--- src/rtl/shift_sequencer_if.sv ---
`default_nettype none
// ============================================================================
//  Module      : shift_sequencer_if
//  Description : Request, result and shifter-side signals of shift_sequencer.
//  Revision    : 1.0 - initial release
// ============================================================================
interface shift_sequencer_if #(
    parameter int WIDTH = 8,
    parameter int CNT_W = 3,
    parameter int AMT_W = 5
);
    logic             in_valid;
    logic             in_ready;
    logic [WIDTH-1:0] in_data;
    logic [AMT_W-1:0] in_amt;

    logic [WIDTH-1:0] bs_in;
    logic [CNT_W-1:0] bs_count;
    logic [WIDTH-1:0] bs_out;

    logic             out_valid;
    logic             out_ready;
    logic [WIDTH-1:0] out_data;
    logic [2:0]       out_passes;
    logic             out_zero;

    // Sequencer side
    modport slave (
        input  in_valid, in_data, in_amt, bs_out, out_ready,
        output in_ready, bs_in, bs_count, out_valid, out_data, out_passes, out_zero
    );

    // Environment side: upstream producer, shifter and downstream consumer
    modport master (
        output in_valid, in_data, in_amt, bs_out, out_ready,
        input  in_ready, bs_in, bs_count, out_valid, out_data, out_passes, out_zero
    );
endinterface
`default_nettype wire

--- src/rtl/shift_sequencer.sv ---
`default_nettype none
// ============================================================================
//  Module      : shift_sequencer
//  Description : Applies a 0..31 right shift via repeated passes through an
//                external 0..7 barrel shifter, with valid/ready on both sides.
//  Revision    : 1.0 - initial release
// ============================================================================
module shift_sequencer #(
    parameter int WIDTH = 8,
    parameter int CNT_W = 3,
    parameter int AMT_W = 5
) (
    input  wire logic          clk,
    input  wire logic          rst,
    shift_sequencer_if.slave   bus
);

    localparam logic [1:0] c_idle  = 2'd0;
    localparam logic [1:0] c_shift = 2'd1;
    localparam logic [1:0] c_done  = 2'd2;

    localparam logic [CNT_W-1:0] c_max_count = '1;
    localparam logic [AMT_W-1:0] c_max_step  = {{(AMT_W-CNT_W){1'b0}}, c_max_count};

    logic [1:0]       r_state;
    logic [WIDTH-1:0] r_acc;
    logic [AMT_W-1:0] r_rem;
    logic [2:0]       r_passes;

    logic [CNT_W-1:0] w_count;
    logic [AMT_W-1:0] w_rem_next;
    logic             w_accept;

    // Largest legal pass; never exceeds r_rem, so r_rem cannot wrap.
    assign w_count    = (r_rem > c_max_step) ? c_max_count : r_rem[CNT_W-1:0];
    assign w_rem_next = r_rem - {{(AMT_W-CNT_W){1'b0}}, w_count};
    assign w_accept   = bus.in_valid && (r_state == c_idle);

    assign bus.in_ready   = (r_state == c_idle);
    assign bus.out_valid  = (r_state == c_done);
    assign bus.bs_in      = r_acc;
    assign bus.bs_count   = (r_state == c_shift) ? w_count : '0;
    assign bus.out_data   = r_acc;
    assign bus.out_passes = r_passes;
    assign bus.out_zero   = (r_acc == '0);

    always_ff @(posedge clk) begin
        if (rst) begin
            r_state  <= c_idle;
            r_acc    <= '0;
            r_rem    <= '0;
            r_passes <= '0;
        end else begin
            case (r_state)
                c_idle: begin
                    if (w_accept) begin
                        r_acc    <= bus.in_data;
                        r_rem    <= bus.in_amt;
                        r_passes <= '0;
                        r_state  <= (bus.in_amt == '0) ? c_done : c_shift;
                    end
                end
                c_shift: begin
                    r_acc    <= bus.bs_out;
                    r_rem    <= w_rem_next;
                    r_passes <= r_passes + 3'd1;
                    if (w_rem_next == '0) begin
                        r_state <= c_done;
                    end
                end
                c_done: begin
                    if (bus.out_ready) begin
                        r_state <= c_idle;
                    end
                end
                default: begin
                    r_state <= c_idle;
                end
            endcase
        end
    end

    a_shift_has_work: assert property (@(posedge clk) disable iff (rst)
        (r_state == c_shift) |-> (r_rem != '0));

    a_done_holds: assert property (@(posedge clk) disable iff (rst)
        (r_state == c_done && !bus.out_ready) |=>
        (r_state == c_done && $stable(r_acc) && $stable(r_passes)));

endmodule
`default_nettype wire

--- src/flat_wrapper.sv ---
// flat-port wrapper written by rule: the top's interface ports become plain ports
module shift_sequencer_flat 
#(
    parameter int WIDTH = 8,
    parameter int CNT_W = 3,
    parameter int AMT_W = 5
)
  (clk, rst, bus_in_valid, bus_in_data, bus_in_amt, bus_bs_out, bus_out_ready, bus_in_ready, bus_bs_in, bus_bs_count, bus_out_valid, bus_out_data, bus_out_passes, bus_out_zero);
  shift_sequencer_if #(.WIDTH(WIDTH), .CNT_W(CNT_W), .AMT_W(AMT_W)) bus_i ();
  input  wire logic clk;
  input  wire logic rst;
  input wire logic [$bits(bus_i.in_valid)-1:0] bus_in_valid;
  input wire logic [$bits(bus_i.in_data)-1:0] bus_in_data;
  input wire logic [$bits(bus_i.in_amt)-1:0] bus_in_amt;
  input wire logic [$bits(bus_i.bs_out)-1:0] bus_bs_out;
  input wire logic [$bits(bus_i.out_ready)-1:0] bus_out_ready;
  output wire logic [$bits(bus_i.in_ready)-1:0] bus_in_ready;
  output wire logic [$bits(bus_i.bs_in)-1:0] bus_bs_in;
  output wire logic [$bits(bus_i.bs_count)-1:0] bus_bs_count;
  output wire logic [$bits(bus_i.out_valid)-1:0] bus_out_valid;
  output wire logic [$bits(bus_i.out_data)-1:0] bus_out_data;
  output wire logic [$bits(bus_i.out_passes)-1:0] bus_out_passes;
  output wire logic [$bits(bus_i.out_zero)-1:0] bus_out_zero;
  assign bus_i.in_valid = bus_in_valid;
  assign bus_i.in_data = bus_in_data;
  assign bus_i.in_amt = bus_in_amt;
  assign bus_i.bs_out = bus_bs_out;
  assign bus_i.out_ready = bus_out_ready;
  assign bus_in_ready = bus_i.in_ready;
  assign bus_bs_in = bus_i.bs_in;
  assign bus_bs_count = bus_i.bs_count;
  assign bus_out_valid = bus_i.out_valid;
  assign bus_out_data = bus_i.out_data;
  assign bus_out_passes = bus_i.out_passes;
  assign bus_out_zero = bus_i.out_zero;
  shift_sequencer #(.WIDTH(WIDTH), .CNT_W(CNT_W), .AMT_W(AMT_W)) u_core (.clk(clk), .rst(rst), .bus(bus_i));
endmodule
--- config.mk ---
export PLATFORM = sky130hd
export DESIGN_NAME = shift_sequencer_flat
export DESIGN_NICKNAME = d
export VERILOG_FILES = /design/src/rtl/shift_sequencer_if.sv /design/src/rtl/shift_sequencer.sv /design/src/flat_wrapper.sv
export SDC_FILE = /design/constraint.sdc
export NUM_CORES = 1
export LEC_CHECK = 0
export BUFFER_PORTS_ARGS = -buffer_cell sky130_fd_sc_hd__buf_2
export CORE_MARGIN = 2
export CORE_UTILIZATION = 46
export CTS_CLUSTER_SIZE = 8
export DETAILED_ROUTE_END_ITERATION = 8
export HOLD_SLACK_MARGIN = 0.15
export PLACE_DENSITY = 0.82
export SYNTH_ARGS = -nofsm -noshare
export SYNTH_HDL_FRONTEND = slang
export SYNTH_SLANG_ARGS = --single-unit
export TNS_END_PERCENT = 5
--- constraint.sdc ---
create_clock -name clk -period 2.5 [get_ports clk]
set_clock_uncertainty 0.2 [all_clocks]
set_input_delay 0.5 -clock clk [delete_from_list [all_inputs] [get_ports clk]]
set_output_delay 0.5 -clock clk [all_outputs]
set_load 0.02 [all_outputs]
After elaboration in Yosys (flattened, before gate mapping)
Index checks and enable logic that the tools add are counted.
- register bits after elaboration: 18
- bits in latches: 0
- memory bits (writable): 0
- memory bits (read-only): 0
- input bits: 25
- output and inout bits: 25
- logic and storage cells: 33
- memories: 0
- add/subtract/negate cells: 2
- $mul: 0
- divide/modulo/power cells: 0
- magnitude comparators: 1
- equal/unequal tests: 5
- shift operators: 0
- mux-type cells: 13
- bitwise operators: 0
- reductions and logical operators: 8
- operator list (operator ; count):
    $pmux 8 s2 ; 1
    $logic_not 5->1 ; 2
    $pmux 5 s2 ; 1
    $mux 3 ; 3
    $logic_not 8->1 ; 1
    $mux 2 ; 4
    $mux 8 ; 1
    $pmux 2 s3 ; 1
    $pmux 3 s2 ; 1
    $gt 5x3->1 const B ; 1
    $mux 5 ; 1
    $sub 5x3->5 ; 1
    $ne 2x2->1 const B ; 2
    $add 3x1->3 const B ; 1
    $reduce_and 3->1 ; 1
    $eq 2x1->1 const B ; 1
    $eq 2x2->1 const B ; 1
    $logic_not 2->1 ; 1
    $ne 2x1->1 const B ; 1
    $reduce_and 2->1 ; 1
    $reduce_bool 2->1 ; 1
    $logic_and 1x1->1 ; 1

Longest topological paths before layout
- word-level depth: 6
- gate-level depth with buffers: 8
- mapped depth without buffers: 7

Worst setup path after synthesis
Ideal clock, no wire load.
- path type: register to register
- start: reg u_core.r_rem[3]
- end: reg u_core.r_rem[2]
- library setup time: 0.134 ns
- data arrival time: 1.629 ns
- data required time: 2.166 ns
- slack: 0.538 ns
- stages on the path, launching flop included: 8
- buffers on the path: 1
- period minus slack after synthesis: 1.962 ns
- path through: dfxtp_1 > buf_2 > nor2_1 > or2_2 > ha_1 > or3_2 > nand3_1 > a311oi_1
- cells in the longest elaborated chain, start to end: 4
- RTL lines (element ; RTL line ; RTL):
    from (decl) ; shift_sequencer.sv:27 ; logic [AMT_W-1:0] r_rem;
    from (signal assigned) ; shift_sequencer.sv:58 ; r_rem <= bus.in_amt;
    from (signal assigned) ; shift_sequencer.sv:65 ; r_rem <= w_rem_next;
    $gt 5x3->1 ; shift_sequencer.sv:35 ; assign w_count = (r_rem > c_max_step) ? c_max_count : r_rem[CNT_W-1:0];
    $mux 3 ; shift_sequencer.sv:35 ;
    $sub 5x3->5 ; shift_sequencer.sv:36 ; assign w_rem_next = r_rem - {{(AMT_W-CNT_W){1'b0}}, w_count};
    $pmux 5 s2 ; shift_sequencer.sv:54 ; case (r_state)
Every way passes these cells.
A chain may end at the register's enable or synchronous reset.

Worst setup path after layout
- start: reg u_core.r_acc[3] (netlist: u_core.bus.bs_in[3])
- end: out bus_out_zero
- cells in the longest elaborated chain, start to end: 1
- RTL lines (element ; RTL line ; RTL):
    from (decl) ; shift_sequencer.sv:26 ; logic [WIDTH-1:0] r_acc;
    from (signal assigned) ; shift_sequencer.sv:57 ; r_acc <= bus.in_data;
    from (signal assigned) ; shift_sequencer.sv:64 ; r_acc <= bus.bs_out;
    $logic_not 8->1 ; shift_sequencer.sv:45 ; assign bus.out_zero = (r_acc == '0);
    to (decl) ; flat_wrapper.sv:23 ; output wire logic [$bits(bus_i.out_zero)-1:0] bus_out_zero;
Every way passes these cells.

==> flow_summary.json <==
{
  "run_status": "finished clean",
  "wl_um": 2520,
  "start_kind": "flop",
  "worst_slew_pin_slew_ns": 0.361,
  "dieHeight_um": 52.8,
  "timing.final.crit_share_pct": 86.2,
  "max_cap_viol_count": 0,
  "synth_seq_cells": 18,
  "synth.yosys.warnings": 0,
  "grt_max_degree": 24,
  "critPathBufInv": 1,
  "synth_area_um2": 1090,
  "timing.critical_path.cells": "or4_1, nor2_1, buf_2",
  "drt_pass_1_iters": 4,
  "buffer_ports.inserted": 49,
  "syn_nets": 153,
  "path_delay_family": "simple AND/OR/NAND/NOR gates",
  "post-route-drc-count": 0,
  "cts_root_buf": "sky130_fd_sc_hd__clkbuf_4",
  "clock_tree.htree_level_count": 1,
  "postSynthCellCount": 126,
  "synth_async_sr_flop_share_pct": 0,
  "multiInputGateArea_um2": 604,
  "grt_usage_pct": 20.4,
  "slowest_delay_ns": 0.53,
  "clkTransAtPathRegs_ns": 0.10,
  "largest_fanout_on_the_critical_path": 4,
  "fin_crit_ns": 2.16,
  "antenna_cells": 0,
  "critical-path-slowest-cell": "sky130_fd_sc_hd__or4_1",
  "cp_data_required_time_ns": 1.80,
  "synthToLayoutAreaGrowth_pct": 18.4,
  "holdBufCountCts": 0,
  "ant_nets": 0,
  "core_area_um2": 2230,
  "synth_top_flop_cell": "sky130_fd_sc_hd__dfxtp_1",
  "dieWidth_um": 52.8,
  "final-hold-violation-count": 0,
  "number_of_failing_setup_endpoints_in_the_final_timing_report": 0,
  "worst_setup_path_end_kind": "output pin",
  "clock_path_buffers": 2,
  "post_synth_num_cell_types": 37,
  "final-max-slew-violation-count": 0,
  "max-slew-margin-rel_pct": 75.9,
  "tritoncts": "done",
  "cts_made_buffers": 3,
  "layout.cells.most_common": "sky130_fd_sc_hd__buf_2",
  "clock_insertion_delay_worst_skew_ns": 0.29,
  "criticalPathCategory": "reg -> out",
  "unrepaired_setup_endpoints_after_global_routing": "no",
  "post_cts_resized": 0,
  "vias_per_cell": 5.56,
  "grt_antenna_before_repair": 0,
  "final_layout_size_suffix_gt1_share_pct": 39.9,
  "grt_first_pass_wirelength_um": 4180,
  "routed_wire_length_per_instance_um": 13.2,
  "placement.setup.worst_slack_ns": 0.360,
  "finalHoldWorstSlack_ns": 0.297,
  "post_layout_nonfiller_instances": 191,
  "detailedPlacementHpwl_um": 1880,
  "rows": 17,
  "initial_utilization_pct": 49.0,
  "synth_seq_area_share_pct": 32.9,
  "p_leak_nw": 0.594,
  "vdd_drop_max_v": 0.000483,
  "critPathArrivalTime_ns": 1.46,
  "synth_area_per_cell_um2": 8.69,
  "clock_sink_count": 18,
  "grt.overflow.total": 0,
  "power.density_nw_per_um2": 753,
  "number_of_global_route_vias_before_repair": 941,
  "synth-edff-count": 0,
  "fp.dieArea_um2": 2790,
  "fillCellCount": 225,
  "final_net_count": 191,
  "place_congestion": 0.846,
  "route.vias.total": 1062,
  "drt-initial-drc-count": 14,
  "io_pins": 50,
  "mostFrequentLayoutCells": "49 x sky130_fd_sc_hd__buf_2, 19 x sky130_fd_sc_hd__nor2_1, 18 x sky130_fd_sc_hd__dfxtp_1, 9 x sky130_fd_sc_hd__mux2i_1, 9 x sky130_fd_sc_hd__a211oi_1",
  "finalSetupTns_ns": 0,
  "setup_ws_ns": 0.344,
  "sequential_cell_area_um2": 360,
  "maxClockFrequency_ghz": 0.464,
  "hold_wc_path_type": "in -> reg",
  "post-cts-setup-buffers": 0,
  "post-place-cells": 187
}
==> power by group <==
part           internal, mW  switching [mW]  leakage, nW
Clock                0.0887          0.0866       0.0210
Combinational         0.169           0.238        0.424
Sequential            0.331          0.0634        0.149
==> synthesized netlist by cell type, types with 4 or more instances <==
cell type                  count  area (um^2)
sky130_fd_sc_hd__mux2i_1       9         90.1
sky130_fd_sc_hd__nand2_1       5         18.8
sky130_fd_sc_hd__nor2_1       19         71.3
sky130_fd_sc_hd__o21ai_0       4         20.0
sky130_fd_sc_hd__buf_4        12         90.1
sky130_fd_sc_hd__dfxtp_1      18          360
sky130_fd_sc_hd__a211oi_1      9         67.6
sky130_fd_sc_hd__a21oi_1       6         30.0
==> routing by layer <==
layer	up-vias	part of all wire, %	track usage (%)
li1	524	-	-
met1	476	41	25.8
met2	56	49	33.5
met3	6	8.0	3.71
met4	0	1.7	8.97
met5	-	0	0
==> flip-flops by register name (all words and copies together), names as in the netlist <==
| name | count |
|---|---|
| u_core.r_rem | 5 |
| u_core.bus.bs_in | 8 |
| u_core.r_state | 2 |
| u_core.bus.out_passes | 3 |
==> final cells by class <==
cell class                      count  share of cell area [%]
Clock buffer                        4                    2.80
Multi-Input combinational cell     90                    46.6
Sequential cell                    18                    27.8
Tap cell                           28                    2.70
Timing Repair Buffer               51                    20.1
==> logic make-up after synthesis <==
logic type | share of synthesized area, %
muxes | 9.26
AOI/OAI and AO/OA | 22.3
and+or+nand+nor | 21.4
buffers and inverters | 11.9
DFF | 32.9
adders and majority gates | 2.29
==> worst reg2reg max path, delay by kind of cell (launching register included) <==
kind / cells / cell delay, ns
and+or+nand+nor: 4 / 1.00
DFF: 1 / 0.50
adders and majority gates: 1 / 0.26
AOI/OAI and AO/OA: 1 / 0.08
==> stage by stage <==
| step | util, % | instance area [um^2] | total power [mW] |
|---|---|---|---|
| finish | 58.0 | 1300 | 0.976 |
| global route | 58.0 | 1300 | 1.05 |
| CTS | 58.0 | 1300 | 0.982 |
| detailed placement | 56.4 | 1260 | 0.808 |
| global placement | 56.4 | 1260 | 0.788 |
| floorplan | - | 1090 | 0.727 |
==> path summary, 6_finish.rpt <==
path,start,endpoint,slack (ns),cells after the start
worst min register to register,u_core.bus.out_passes[0],u_core.bus.out_passes[0],0.31,1
worst max-delay path,u_core.bus.bs_in[3],bus_out_zero,0.34,3
worst max register to register,u_core.r_rem[4],u_core.r_rem[2],0.35,6
worst min-delay path,bus_in_amt[2],u_core.r_rem[2],0.30,3
Power figures use the tool's default switching activity.
